--- src/rtl/add_subt_arbiter.sv ---
// add_subt_arbiter
// Shares one registered Add_Subt datapath between two requesters (A and B).
// A round-robin arbiter grants one operation at a time. The grant edge latches
// the operation and operands. The controller then pulses the datapath load
// strobe, waits out the datapath latency, and registers the result and flags.
// A one-cycle done pulse goes to the requester that owns the operation.
//
// Ports
//   clk, rst                   : rising-edge clock, asynchronous active-low reset
//   req_x_i, op_x_i            : request level and operation (0 add, 1 subtract)
//   opa_x_i, opb_x_i           : operands, captured on the grant edge
//   gnt_x_o                    : one-cycle grant
//   done_x_o                   : one-cycle completion pulse to the owner
//   result_o, ovf_o, zero_o    : registered result/flags of the last completed op
//   busy_o                     : high whenever the controller is not idle
//   load_o, add_sub_op_o,
//   data_a_o, data_b_o         : datapath control and operands
//   data_result_i, fsm_c_i     : datapath result and carry/overflow
module add_subt_arbiter #(
    parameter int SWR = 26,
    parameter int LAT = 1
) (
    input  logic           clk,
    input  logic           rst,
    input  logic           req_a_i,
    input  logic           op_a_i,
    input  logic [SWR-1:0] opa_a_i,
    input  logic [SWR-1:0] opb_a_i,
    input  logic           req_b_i,
    input  logic           op_b_i,
    input  logic [SWR-1:0] opa_b_i,
    input  logic [SWR-1:0] opb_b_i,
    output logic           gnt_a_o,
    output logic           gnt_b_o,
    output logic           done_a_o,
    output logic           done_b_o,
    output logic [SWR-1:0] result_o,
    output logic           ovf_o,
    output logic           zero_o,
    output logic           busy_o,
    output logic           load_o,
    output logic           add_sub_op_o,
    output logic [SWR-1:0] data_a_o,
    output logic [SWR-1:0] data_b_o,
    input  logic [SWR-1:0] data_result_i,
    input  logic           fsm_c_i
);

    typedef enum logic [1:0] {IDLE, ISSUE, WAIT, RESP} state_t;

    localparam logic [3:0] LAT_M1 = 4'(LAT - 1);

    state_t         state_reg, state_next;
    logic [3:0]     cnt_reg;
    logic           owner_reg;     // 0 = A, 1 = B
    logic           last_srv_reg;  // 0 = A, 1 = B
    logic           op_reg;
    logic [SWR-1:0] opa_reg, opb_reg;
    logic [SWR-1:0] result_reg;
    logic           ovf_reg;
    logic           zero_reg;

    logic arb_en;
    logic grant;
    logic pick_b;
    logic capture;

    // Arbitration is only open in IDLE and RESP. RESP is included so that
    // back-to-back operations issue without an idle bubble.
    always_comb begin
        arb_en = (state_reg == IDLE) || (state_reg == RESP);
        pick_b = req_b_i && (!req_a_i || !last_srv_reg);
        grant  = arb_en && (req_a_i || req_b_i);
    end

    always_comb begin
        state_next = state_reg;
        case (state_reg)
            IDLE:  if (grant) state_next = ISSUE;
            ISSUE: state_next = (LAT == 1) ? RESP : WAIT;
            WAIT:  if (cnt_reg == 4'd1) state_next = RESP;
            RESP:  state_next = grant ? ISSUE : IDLE;
            default: state_next = IDLE;
        endcase
    end

    // The result is captured on the edge that enters RESP. It is therefore
    // valid in the same cycle as the done pulse.
    assign capture = (state_next == RESP) && (state_reg != RESP);

    always_ff @(posedge clk or negedge rst) begin
        if (!rst) begin
            state_reg    <= IDLE;
            cnt_reg      <= '0;
            owner_reg    <= 1'b0;
            last_srv_reg <= 1'b1;
            op_reg       <= 1'b0;
            opa_reg      <= '0;
            opb_reg      <= '0;
            result_reg   <= '0;
            ovf_reg      <= 1'b0;
            zero_reg     <= 1'b0;
        end else begin
            state_reg <= state_next;
            if (grant) begin
                op_reg       <= pick_b ? op_b_i  : op_a_i;
                opa_reg      <= pick_b ? opa_b_i : opa_a_i;
                opb_reg      <= pick_b ? opb_b_i : opb_a_i;
                owner_reg    <= pick_b;
                last_srv_reg <= pick_b;
            end
            if (state_reg == ISSUE) begin
                cnt_reg <= LAT_M1;
            end else if (state_reg == WAIT) begin
                cnt_reg <= cnt_reg - 4'd1;
            end
            if (capture) begin
                result_reg <= data_result_i;
                ovf_reg    <= fsm_c_i;
                zero_reg   <= (data_result_i == '0);
            end
        end
    end

    // The grants are gated with rst. This keeps every output at 0 while
    // reset is asserted, even if a request is already pending.
    assign gnt_a_o      = grant && !pick_b && rst;
    assign gnt_b_o      = grant && pick_b && rst;
    assign done_a_o     = (state_reg == RESP) && !owner_reg;
    assign done_b_o     = (state_reg == RESP) && owner_reg;
    assign load_o       = (state_reg == ISSUE);
    assign busy_o       = (state_reg != IDLE);
    assign result_o     = result_reg;
    assign ovf_o        = ovf_reg;
    assign zero_o       = zero_reg;
    assign add_sub_op_o = op_reg;
    assign data_a_o     = opa_reg;
    assign data_b_o     = opb_reg;

endmodule
--- config.mk ---
export PLATFORM = sky130hd
export DESIGN_NAME = add_subt_arbiter
export DESIGN_NICKNAME = d
export VERILOG_FILES = /design/src/rtl/add_subt_arbiter.sv
export SDC_FILE = /design/constraint.sdc
export NUM_CORES = 1
export LEC_CHECK = 0
export BUFFER_PORTS_ARGS = -buffer_cell sky130_fd_sc_hd__buf_2
export CORE_MARGIN = 2
export CORE_UTILIZATION = 44
export CTS_BUF_LIST = sky130_fd_sc_hd__clkbuf_8 sky130_fd_sc_hd__clkbuf_16
export DETAILED_ROUTE_END_ITERATION = 12
export HOLD_SLACK_MARGIN = 0.15
export PLACE_DENSITY_LB_ADDON = 0.08
export SLEW_MARGIN = 0
export SYNTH_ARGS = -nofsm -noshare
export SYNTH_HDL_FRONTEND = slang
export SYNTH_SLANG_ARGS = --single-unit
export TNS_END_PERCENT = 10
--- constraint.sdc ---
create_clock -name clk -period 3 [get_ports clk]
set_clock_uncertainty 0.1 [all_clocks]
set_input_delay 0.3 -clock clk [delete_from_list [all_inputs] [get_ports clk]]
set_output_delay 0.3 -clock clk [all_outputs]
set_load 0.01 [all_outputs]
==> reports/results.txt, run 1 <==
status: aborted with a tool error
Fail Step: clock tree synthesis
Tool Error: [ERROR RSZ-0060] Max buffer count reached.
synth unique cells: 34
Chip Width: 97.8 microns
#FFs+latches synth: 89
number of port buffers: 223
total number of H-tree levels: 3
die height: 97.8 microns
placed wire-length estimate: 7.77 mm
post-CTS setup buffer count: 0
# hold bufs at CTS: 127
Seq/Total Area, Yosys: 57.6%
starting density of the core: 44.8%
Placer Congestion: 0.805
Clock Sink Count: 89
total CTS buffers: 9
post-synthesis cell count: 299
cell row count: 34
mapped cell area: 3870 sq um
# IOs: 224
Synth Net Count: 443
post-cts resize count: 0
Root Buffer: clkbuf_8
Max Root-Sink Buffers: 2
YS warnings: 0
Synth Area per Inst: 12.9 sq um
==> cells in the mapped netlist, drive strengths merged <==
library cell  number  area [sq um]
a22oi              1          7.51
ha                 7          87.6
nand2              1          3.75
nand4              1          6.26
nor3               2          15.0
clkbuf             7          26.3
nor2               2          7.51
a222oi            53           531
inv               63           239
o21ai              3          15.0
o21a               1          7.51
o31ai              1          21.3
nor2b              2          15.0
a211oi             2          15.0
o21bai             1          7.51
mux2              29           402
dfrtp             88          2200
buf               14          88.8
nor4               7          58.8
o22ai              2          12.5
and2               3          18.8
a21o               2          15.0
and3               1          6.26
o211a              1          10.0
dfstp              1          26.3
nand3              2          10.0
or3                2          12.5
==> kinds of logic after synthesis <==
| kind of cell | share of synthesized area [%] |
|---|---|
| DFF | 57.6 |
| buffers and inverters | 9.16 |
| AOI/OAI and AO/OA | 16.6 |
| muxes | 10.4 |
| and+or+nand+nor | 3.98 |
| adders and majority gates | 2.26 |
==> through the flow <==
stage / util, % / std cells / cell area (sq um) / setup WS (ps) / hold WS [ps]
2_1_floorplan: - / 299 / 3870 / 792 / -95.6
3_5_place_dp: 58.9 / 616 / 5080 / 402 / 199
3_3_place_gp: 58.9 / 616 / 5080 / 539 / 192
==> inputs of run 2 (changes only) <==
--- a/config.mk
+++ b/config.mk
@@ -7,11 +7,9 @@
 export LEC_CHECK = 0
 export BUFFER_PORTS_ARGS = -buffer_cell sky130_fd_sc_hd__buf_2
 export CORE_MARGIN = 2
-export CORE_UTILIZATION = 44
-export CTS_BUF_LIST = sky130_fd_sc_hd__clkbuf_8 sky130_fd_sc_hd__clkbuf_16
+export CORE_UTILIZATION = 40
 export DETAILED_ROUTE_END_ITERATION = 12
-export HOLD_SLACK_MARGIN = 0.15
-export PLACE_DENSITY_LB_ADDON = 0.08
+export PLACE_DENSITY_LB_ADDON = 0.15
 export SLEW_MARGIN = 0
 export SYNTH_ARGS = -nofsm -noshare
 export SYNTH_HDL_FRONTEND = slang
==> reports/results.txt, run 2 <==
Seq/Total Area, Yosys: 57.6% (unchanged)
die area: 10,500 sq um
commonest cells after routing, fill and taps aside: 222 x buf_2, 88 x dfrtp_1, 61 x inv_1
post-layout util: 57.2%
Critical Path AT: 2690 ps
asr flop ratio synth: 100% (unchanged)
logic gate share of total power: 51.9%
Rel. slew slack: 48.2%
synth unique cells: 34 (unchanged)
Met2 Wirelength: 5.28 mm
count leader, synth: dfrtp_1
Synth Net Count: 443 (unchanged)
WL met3: 755 microns
total power: 6.33 mW
worst min path class: in -> reg
drt first pass iters: 7
DRC Markers: 0
first-pass GRT wire length: 15.6 mm
fin crit share: 85.2%
post-CTS setup buffer count: 0 (unchanged)
Max Root-Sink Buffers: 2 (unchanged)
initial antenna violation count: 0
Sw Ratio: 39.8%
Peak VDD IR: 0.493 mV
Max-Cap Viols: 0
Syn-to-layout area delta: 38.0%
clock-pin slew on the worst setup and hold paths: 90 ps
Synth area leaders: dfrtp_1 57%, a222oi_1 14%, mux2_4 7.8%
die height: 102 microns (+4.7%)
post-route setup TNS: 0 ps
vias in the first global route: 3,172
Placed Cells: 639 (+3.7%)
initial drt markers: 254
Sw Pwr: 2.52 mW
Congestion Overflow GR: 0
DR vias/cell: 5.02
post-route minimum period: 2560 ps
FMAX: 391 MHz
DR vias: 3,293
EDFF count, synth: 0 (unchanged)
Root Buffer: clkbuf_8
RSZ-0062 raised after global routing: no
Worst Path Required: 3140 ps
LEAKAGE: 3.04 nW
hold_ws: 69.7 ps
DRT Wirelength: 10.6 mm
Chip Width: 102 microns (+4.7%)
most frequent cells after synthesis: 88 x dfrtp_1, 61 x inv_1, 53 x a222oi_1
dominant synthesized flop cell: dfrtp_1
GRT Resource Usage Total: 19.6%
Placer Congestion: 0.863 (+7.1%)
Critical Path Max Stage Delay: 570 ps
total number of H-tree levels: 3 (unchanged)
cell row count: 35 (+2.9%)
Clock Power Share: 13.4%
placed wire-length estimate: 7.96 mm (+2.4%)
cells along the critical path: inv_1, ha_1, inv_4, nor4_4, o31ai_4, buf_4, mux2_4
mapped cell area: 3870 sq um (unchanged)
WS Path Type: reg -> reg
pre-CTS setup slack: 480 ps (+77.9 ps)
CP Capture Type: flop
post-synth top area share: 56.9% (unchanged)
startpoint types: flop
CP top delay family: adder cells
# hold bufs at CTS: 1 (-99%)
P_int: 3.81 mW
post-route insts no fill: 656
total CTS buffers: 9 (unchanged)
final setup vio count: 0
Seq pwr share: 34.7%
Worst-Skew Late Latency: 350 ps
largest net degree at the start of global routing: 65
YS warnings: 0 (unchanged)
starting density of the core: 41.5% (-3.3 points)
placed cell areas: 5120 sq um (+0.81%)
Critical-path top delay cell: ha_1
PwrDens: 1190 nW/um^2
post-cts resize count: 0 (unchanged)
Routed Antenna Nets: 0
Top Layer Used: met4
WP buf/inv: 3
#FFs+latches synth: 89 (unchanged)
status: complete, no violations
share of cells above drive strength 1: 54.1%
area of the core: 9330 sq um
Worst Path Max Fanout: 28
CTS tree: done
Final Hold Vio Count: 0
number of port buffers: 223 (unchanged)
Ant. Diodes: 0
final instance area: 5340 sq um
fillers: 814
Max Slew Vio Count: 0
most common cell after layout, fill and taps aside: buf_2
Synth Area per Inst: 12.9 sq um (unchanged)
Clock Sink Count: 89 (unchanged)
Met1 Wirelength: 4.41 mm
WL/cell: 16.2 microns
# IOs: 224 (unchanged)
final net count: 666
post-synth top area cell: dfrtp_1
post-synthesis cell count: 299 (unchanged)
Final WS setup: 443 ps
Worst-Margin Slew: 777 ps
-- run 2: final cells by class --
cell class,instances,area [sq um],share of cell area [%]
Clock inverter,5,62.6,1.17
Tap cell,129,161,3.02
Multi-Input combinational cell,126,1310,24.5
Clock buffer,11,141,2.65
Sequential cell,89,2230,41.7
Inverter,63,239,4.48
Timing Repair Buffer,233,1200,22.4
-- run 2: worst paths after layout --
path	slack, ps	startpoint	cells after the start	endpoint
worst max-delay path	440	state_reg[0]	7	result_o[19]
worst min-delay path	70	opa_b_i[10]	3	data_a_o[10]
worst max register to register	440	state_reg[0]	7	result_o[19]
worst min register to register	390	data_b_o[4]	2	data_b_o[4]
max in group asynchronous	1410	rst	3	result_o[19]
min in group asynchronous	290	rst	2	result_o[13]
-- run 2: worst min-delay path, delay by kind of cell --
family	cells	cell delay (ps)
AO/OA/AOI/OAI	1	70
buffers and inverters	2	130
-- run 2: logic make-up after synthesis --
family	after synthesis	synth area share (%)
AOI/OAI and AO/OA	67	16.6
adders and majority gates	7	2.26
buffers and inverters	84	9.16
DFF	89	57.6
muxes	29	10.4
and+or+nand+nor	23	3.98
-- run 2: metal layers --
metal	vias to the layer above	global-route usage [%]
li1	1557	-
met1	1561	25.2
met2	163	32.1
met3	12	3.76
met4	0	9.23
met5	-	0
-- run 2: power by group through the flow --
| stage | logic, mW | registers, mW | clock network, mW |
|---|---|---|---|
| finish | 3.29 | 2.19 | 0.848 |
| global route | 3.64 | 2.26 | 0.914 |
| CTS | 3.33 | 2.19 | 0.876 |
| detailed placement | 3.33 | 2.20 | 0 |
| global placement | 3.25 | 2.19 | 0 |
| floorplan | 1.98 | 2.41 | 0 |
Note: power is estimated with default switching activity, not from simulation.
==> inputs of run 3 (changes only) <==
--- a/config.mk
+++ b/config.mk
@@ -5,6 +5,7 @@
 export SDC_FILE = /design/constraint.sdc
 export NUM_CORES = 1
 export LEC_CHECK = 0
+export ABC_AREA = 1
 export BUFFER_PORTS_ARGS = -buffer_cell sky130_fd_sc_hd__buf_2
 export CORE_MARGIN = 2
 export CORE_UTILIZATION = 40
==> reports/results.txt, run 3 <==
total number of H-tree levels: 3 (unchanged)
Placer Congestion: 0.847 (-1.9%)
HP Start: data_result_i[16]
die height: 110 microns (+7.9%)
Critical Path AT: 2340 ps (-350 ps)
initial drt markers: 210 (-17%)
starting density of the core: 41.4% (-0.043 points)
status: complete, no violations
Synth Area per Inst: 9.06 sq um (-30%)
most frequent cells after synthesis: 130 x nand2_1, 88 x dfrtp_1, 64 x inv_1
Worst-Margin Slew: 578 ps (-199 ps)
post-synthesis cell count: 500 (+67%)
DR vias: 4,247 (+29%)
FMAX: 365 MHz (-6.8%)
Ant. Diodes: 0 (unchanged)
DRT Wirelength: 12.8 mm (+21%)
Chip Width: 110 microns (+7.9%)
mapped cell area: 4530 sq um (+17%)
drt first pass iters: 4 (-3)
# IOs: 224 (unchanged)
Rel. slew slack: 61.4% (+13 points)
fin crit share: 91.4% (+6.2 points)
startpoint types: flop
Peak VDD IR: 0.699 mV (+42%)
worst min path class: in -> reg
PwrDens: 1180 nW/um^2 (-0.55%)
share of cells above drive strength 1: 43.5% (-11 points)
total CTS buffers: 9 (unchanged)
DRC Markers: 0 (unchanged)
clock-pin slew on the worst setup and hold paths: 70 ps (-20 ps)
area of the core: 10,900 sq um (+17%)
placed wire-length estimate: 9.11 mm (+15%)
Routed Antenna Nets: 0 (unchanged)
crit path from: state_reg[0]
post-CTS setup buffer count: 0 (unchanged)
multi-input logic area: 1870 sq um (+43%)
LEAKAGE: 3.40 nW (+12%)
Root Buffer: clkbuf_16
die area: 12,200 sq um (+16%)
Crit Reg-Reg Startpoint: state_reg[0]
CTS tree: done
dominant synthesized flop cell: dfrtp_1
EDFF count, synth: 0 (unchanged)
commonest cells after routing, fill and taps aside: 222 x buf_2, 129 x nand2_1, 88 x dfrtp_1
RSZ-0062 raised after global routing: no
Max Root-Sink Buffers: 2 (unchanged)
fillers: 1,033 (+27%)
cell row count: 38 (+8.6%)
asr flop ratio synth: 100% (unchanged)
post-synth top area cell: dfrtp_1
Congestion Overflow GR: 0 (unchanged)
#FFs+latches synth: 89 (unchanged)
number of port buffers: 223 (unchanged)
vias in the first global route: 4,311 (+36%)
Max Slew Vio Count: 0 (unchanged)
total power: 7.09 mW (+12%)
largest net degree at the start of global routing: 57 (-12%)
Worst Path Required: 2600 ps (-540 ps)
Max-Cap Viols: 0 (unchanged)
Synth Net Count: 644 (+45%)
post-route setup TNS: 0 ps (unchanged)
register area: 2230 sq um (unchanged)
final setup vio count: 0 (unchanged)
final net count: 854 (+28%)
Synth area leaders: dfrtp_1 49%, o211ai_2 14%, nand2_1 11%
WL/cell: 15.0 microns (-7.1%)
Syn-to-layout area delta: 32.7%
CP Capture Type: output port
most common cell after layout, fill and taps aside: buf_2
synth unique cells: 25 (-26%)
first-pass GRT wire length: 21.2 mm (+36%)
WS Path Type: reg -> out
Worst Path Max Fanout: 24 (-14%)
post-synth top area share: 48.6% (-8.3 points)
post-route minimum period: 2740 ps (+187 ps)
Clock Sink Count: 89 (unchanged)
GRT Resource Usage Total: 21.2% (+1.6 points)
count leader, synth: nand2_1
Final Hold Vio Count: 0 (unchanged)
YS warnings: 0 (unchanged)
Seq/Total Area, Yosys: 49.2% (-8.4 points)
initial antenna violation count: 1 (+1)
Worst-Skew Late Latency: 330 ps (-20 ps)
DR vias/cell: 4.97 (-1.0%)
[run 3: layer usage]
metal  wire length, microns  track usage (%)  share of wire, %
met3                    746             4.34               5.8
met5                      0                0                 0
met4                    291             8.83               2.3
met1                   5390             25.9                42
met2                   6420             36.3                50
[run 3: kinds of logic (layout without fill, tap and decap cells)]
kind of cell	Yosys count	count (layout)	synth area share [%]
compound gates	61	61	15.2
flops	89	89	49.2
fa+ha+maj	7	7	1.93
simple gates	242	242	23.7
buf+inv	101	316	9.94
[run 3: what timing repair did]
item | in CTS | in global routing
hold buffers | 1 | 0
endpoints found under the setup margin | 0 | 29
resized for setup | 0 | 2
endpoints found under the hold margin | 4 | 0
[run 3: final timing paths]
kind,to,slack [ps],depth (start not counted)
min in group asynchronous,data_b_o[4],200,2
min,result_o[16],110,3
max reg2reg,result_o[5],320,9
max,gnt_a_o,260,7
max in group asynchronous,data_a_o[1],1860,3
min reg2reg,result_o[16],370,2
[run 3: per-stage QoR]
stage	utilization [%]	hold WS, ps	setup slack [ps]	cell area, sq um	cells
6_report	55.0	115	257	6010	855
5_1_grt	55.0	106	50.1	6010	855
4_1_cts	54.9	104	21.0	6010	855
3_5_place_dp	52.3	12.7	207	5720	838
3_3_place_gp	52.3	8.88	349	5720	838
2_1_floorplan	-	-95.6	968	4530	500
[run 3: final cells by class]
class | count | share of cell area (%)
clock inverter | 7 | 0.895
sequential | 89 | 37.1
timing repair buffer | 233 | 20.2
multi-input combinational | 310 | 31.0
clock buffer | 9 | 3.75
inverter | 67 | 4.18
tap | 140 | 2.91
[run 3: power breakdown]
part | switching [mW] | internal, mW | total, mW
clock | 0.490 | 0.569 | 1.06
sequential | 0.321 | 1.84 | 2.17
combinational | 2.45 | 1.41 | 3.87
[run 3: worst max-delay path, stage by stage, from the launching register on]
cell and delay, ps:
dfrtp_1 380, inv_1 110, ha_1 400, inv_2 290, nand2_2 110, or2_4 400
nor2_1 160, buf_2 150
==> inputs of run 4 (changes only) <==
--- a/config.mk
+++ b/config.mk
@@ -6,10 +6,11 @@
 export NUM_CORES = 1
 export LEC_CHECK = 0
 export ABC_AREA = 1
-export BUFFER_PORTS_ARGS = -buffer_cell sky130_fd_sc_hd__buf_2
+export CORE_ASPECT_RATIO = 0.9
 export CORE_MARGIN = 2
-export CORE_UTILIZATION = 40
+export CORE_UTILIZATION = 45
 export DETAILED_ROUTE_END_ITERATION = 12
+export DONT_BUFFER_PORTS = 1
 export PLACE_DENSITY_LB_ADDON = 0.15
 export SLEW_MARGIN = 0
 export SYNTH_ARGS = -nofsm -noshare
==> reports/results.txt, run 4 (synthesis results as in run 3) <==
post-CTS setup buffer count: 0 (unchanged)
Clock Sink Count: 89 (unchanged)
WL/cell: 18.2 microns (+21%)
DRC Markers: 0 (unchanged)
FMAX: 362 MHz (-0.57%)
Sw Pwr: 3.13 mW (-3.9%)
placed wire-length estimate: 7.95 mm (-13%)
Clock Power Share: 13.9% (-1.0 points)
share of cells above drive strength 1: 15.0% (-28 points)
die area: 10,900 sq um (-11%)
P_int: 3.57 mW (-6.7%)
post-route insts no fill: 706 (-17%)
initial drt markers: 250 (+19%)
startpoint types: flop
Max-Cap Viols: 0 (unchanged)
Seq pwr share: 38.3% (+7.8 points)
# IOs: 224 (unchanged)
fillers: 828 (-20%)
fin crit share: 92.0% (+0.53 points)
logic gate share of total power: 47.8% (-6.7 points)
initial antenna violation count: 0 (-1)
commonest cells after routing, fill and taps aside: 129 x nand2_1, 89 x dlygate4sd3_1, 88 x dfrtp_1
Peak VDD IR: 1.03 mV (+47%)
area of the core: 9740 sq um (-11%)
final setup vio count: 0 (unchanged)
Worst-Margin Slew: 619 ps (+41.0 ps)
GRT Resource Usage Total: 23.1% (+1.9 points)
Syn-to-layout area delta: 26.1%
CP Capture Type: flop
cell row count: 34 (-11%)
DR vias/cell: 5.47 (+10%)
total CTS buffers: 9 (unchanged)
first-pass GRT wire length: 19.4 mm (-8.4%)
RSZ-0062 raised after global routing: no
crit path from: state_reg[0]
number of port buffers: 0 (-100%)
Crit Reg-Reg Startpoint: state_reg[0]
Placed Cells: 599 (-29%)
Critical Path AT: 2900 ps (+560 ps)
starting density of the core: 46.5% (+5.1 points)
LEAKAGE: 2.82 nW (-17%)
Rel. slew slack: 58.7% (-2.7 points)
clock-pin slew on the worst setup and hold paths: 90 ps (+20 ps)
DR vias: 3,861 (-9.1%)
Worst Setup EP: data_a_o[4]
post-cts resize count: 0 (unchanged)
post-route setup TNS: 0 ps (unchanged)
post-route minimum period: 2760 ps (+15.8 ps)
Worst-Skew Late Latency: 360 ps (+30 ps)
Max Slew Vio Count: 0 (unchanged)
largest net degree at the start of global routing: 90 (+58%)
hold depth: 2 (-1)
CTS tree: done
WS Path Type: reg -> reg
Max Root-Sink Buffers: 2 (unchanged)
Chip Width: 110 microns (-0.60%)
Worst R2R End: data_a_o[4]
die height: 99.2 microns (-10%)
status: complete, no violations
Ant. Diodes: 0 (unchanged)
Worst Path Max Fanout: 23 (-4.2%)
Root Buffer: clkbuf_8
Final Hold Vio Count: 0 (unchanged)
DRT Wirelength: 12.9 mm (+0.22%)
vias in the first global route: 3,932 (-8.8%)
Reg2Reg Setup Slack: 240 ps (-80 ps)
drt first pass iters: 4 (unchanged)
Worst Path Required: 3140 ps (+540 ps)
PwrDens: 1170 nW/um^2 (-0.42%)
total number of H-tree levels: 3 (unchanged)
final net count: 719 (-16%)
worst r2r path cells: 8 (-1)
worst min path class: in -> reg
Placer Congestion: 0.818 (-3.4%)
Congestion Overflow GR: 0 (unchanged)
Sw Ratio: 46.7% (+0.75 points)
most common cell after layout, fill and taps aside: nand2_1
Routed Antenna Nets: 0 (unchanged)
## run 4: cell types whose count changed in the layout (fill, tap and decap cells not counted), sizes merged
cell | before | now
bufinv | 0 | 2
clkbuf | 9 | 12
or2 | 5 | 6
dlygate4sd3 | 1 | 89
clkinv | 5 | 0
clkinvlp | 0 | 2
inv | 69 | 67
buf | 232 | 8
## run 4: worst min-delay path by stage
stage,from,endpoint
after CTS,opa_a_i[11],data_a_o[11]
final,opa_b_i[15],data_a_o[15]
after floorplan,rst,add_sub_op_o
after detailed placement,rst,data_a_o[18]
after global placement,rst,data_a_o[18]
after global routing,opa_a_i[13],data_a_o[13]
## run 4: per-stage QoR
| stage | hold WS, ps | setup slack (ps) | area [sq um] | util [%] | power [mW] |
|---|---|---|---|---|---|
| final | 19.6 | 241 | 5710 | 58.6 | 6.71 |
| after detailed placement | -93.4 | 406 | 4560 | 46.8 | 5.45 |
| after global placement | -93.1 | 532 | 4560 | 46.8 | 5.33 |
| after CTS | 0.0292 | 80.2 | 5540 | 56.9 | 6.67 |
| after global routing | 1.11 | 92.0 | 5710 | 58.6 | 7.25 |
| after floorplan | -95.6 | 968 | 4530 | - | 4.88 |
## run 4: layer usage
| metal | up-vias | share of wire [%] | track usage (%) |
|---|---|---|---|
| li1 | 1795 | - | - |
| met1 | 1874 | 40 | 26.9 |
| met2 | 176 | 50 | 40.1 |
| met3 | 16 | 8.6 | 7.80 |
| met4 | 0 | 1.3 | 7.01 |
| met5 | - | 0 | 0 |
## run 4: layout make-up
cell class / count / area [sq um] / share of cell area [%]
Timing Repair Buffer: 97 / 971 / 17.0
Multi-Input combinational cell: 311 / 1870 / 32.8
Inverter: 67 / 251 / 4.40
Sequential cell: 89 / 2230 / 39.0
Clock buffer: 12 / 155 / 2.72
Tap cell: 126 / 158 / 2.76
Clock inverter: 4 / 75.1 / 1.31
## run 4: critical path, stage by stage (launching register included)
cell and delay (ps):
dfrtp_1 380, inv_1 110, ha_1 410, inv_2 70, nand2_2 100, or2_4 330, buf_4 420, o211ai_2 110
dlygate4sd3_1 580
## run 4: power by group through the flow
stage	Sequential (mW)	Clock (mW)	Combinational, mW
after floorplan	2.41	0	2.47
after global placement	2.58	0	2.75
after detailed placement	2.58	0	2.87
after CTS	2.57	0.970	3.14
after global routing	2.63	1.02	3.60
final	2.57	0.935	3.20
## run 4: what timing repair did
action / in CTS / in global routing
hold endpoints to repair: 150 / 14
setup endpoints to repair: 0 / 3
hold buffers: 74 / 16
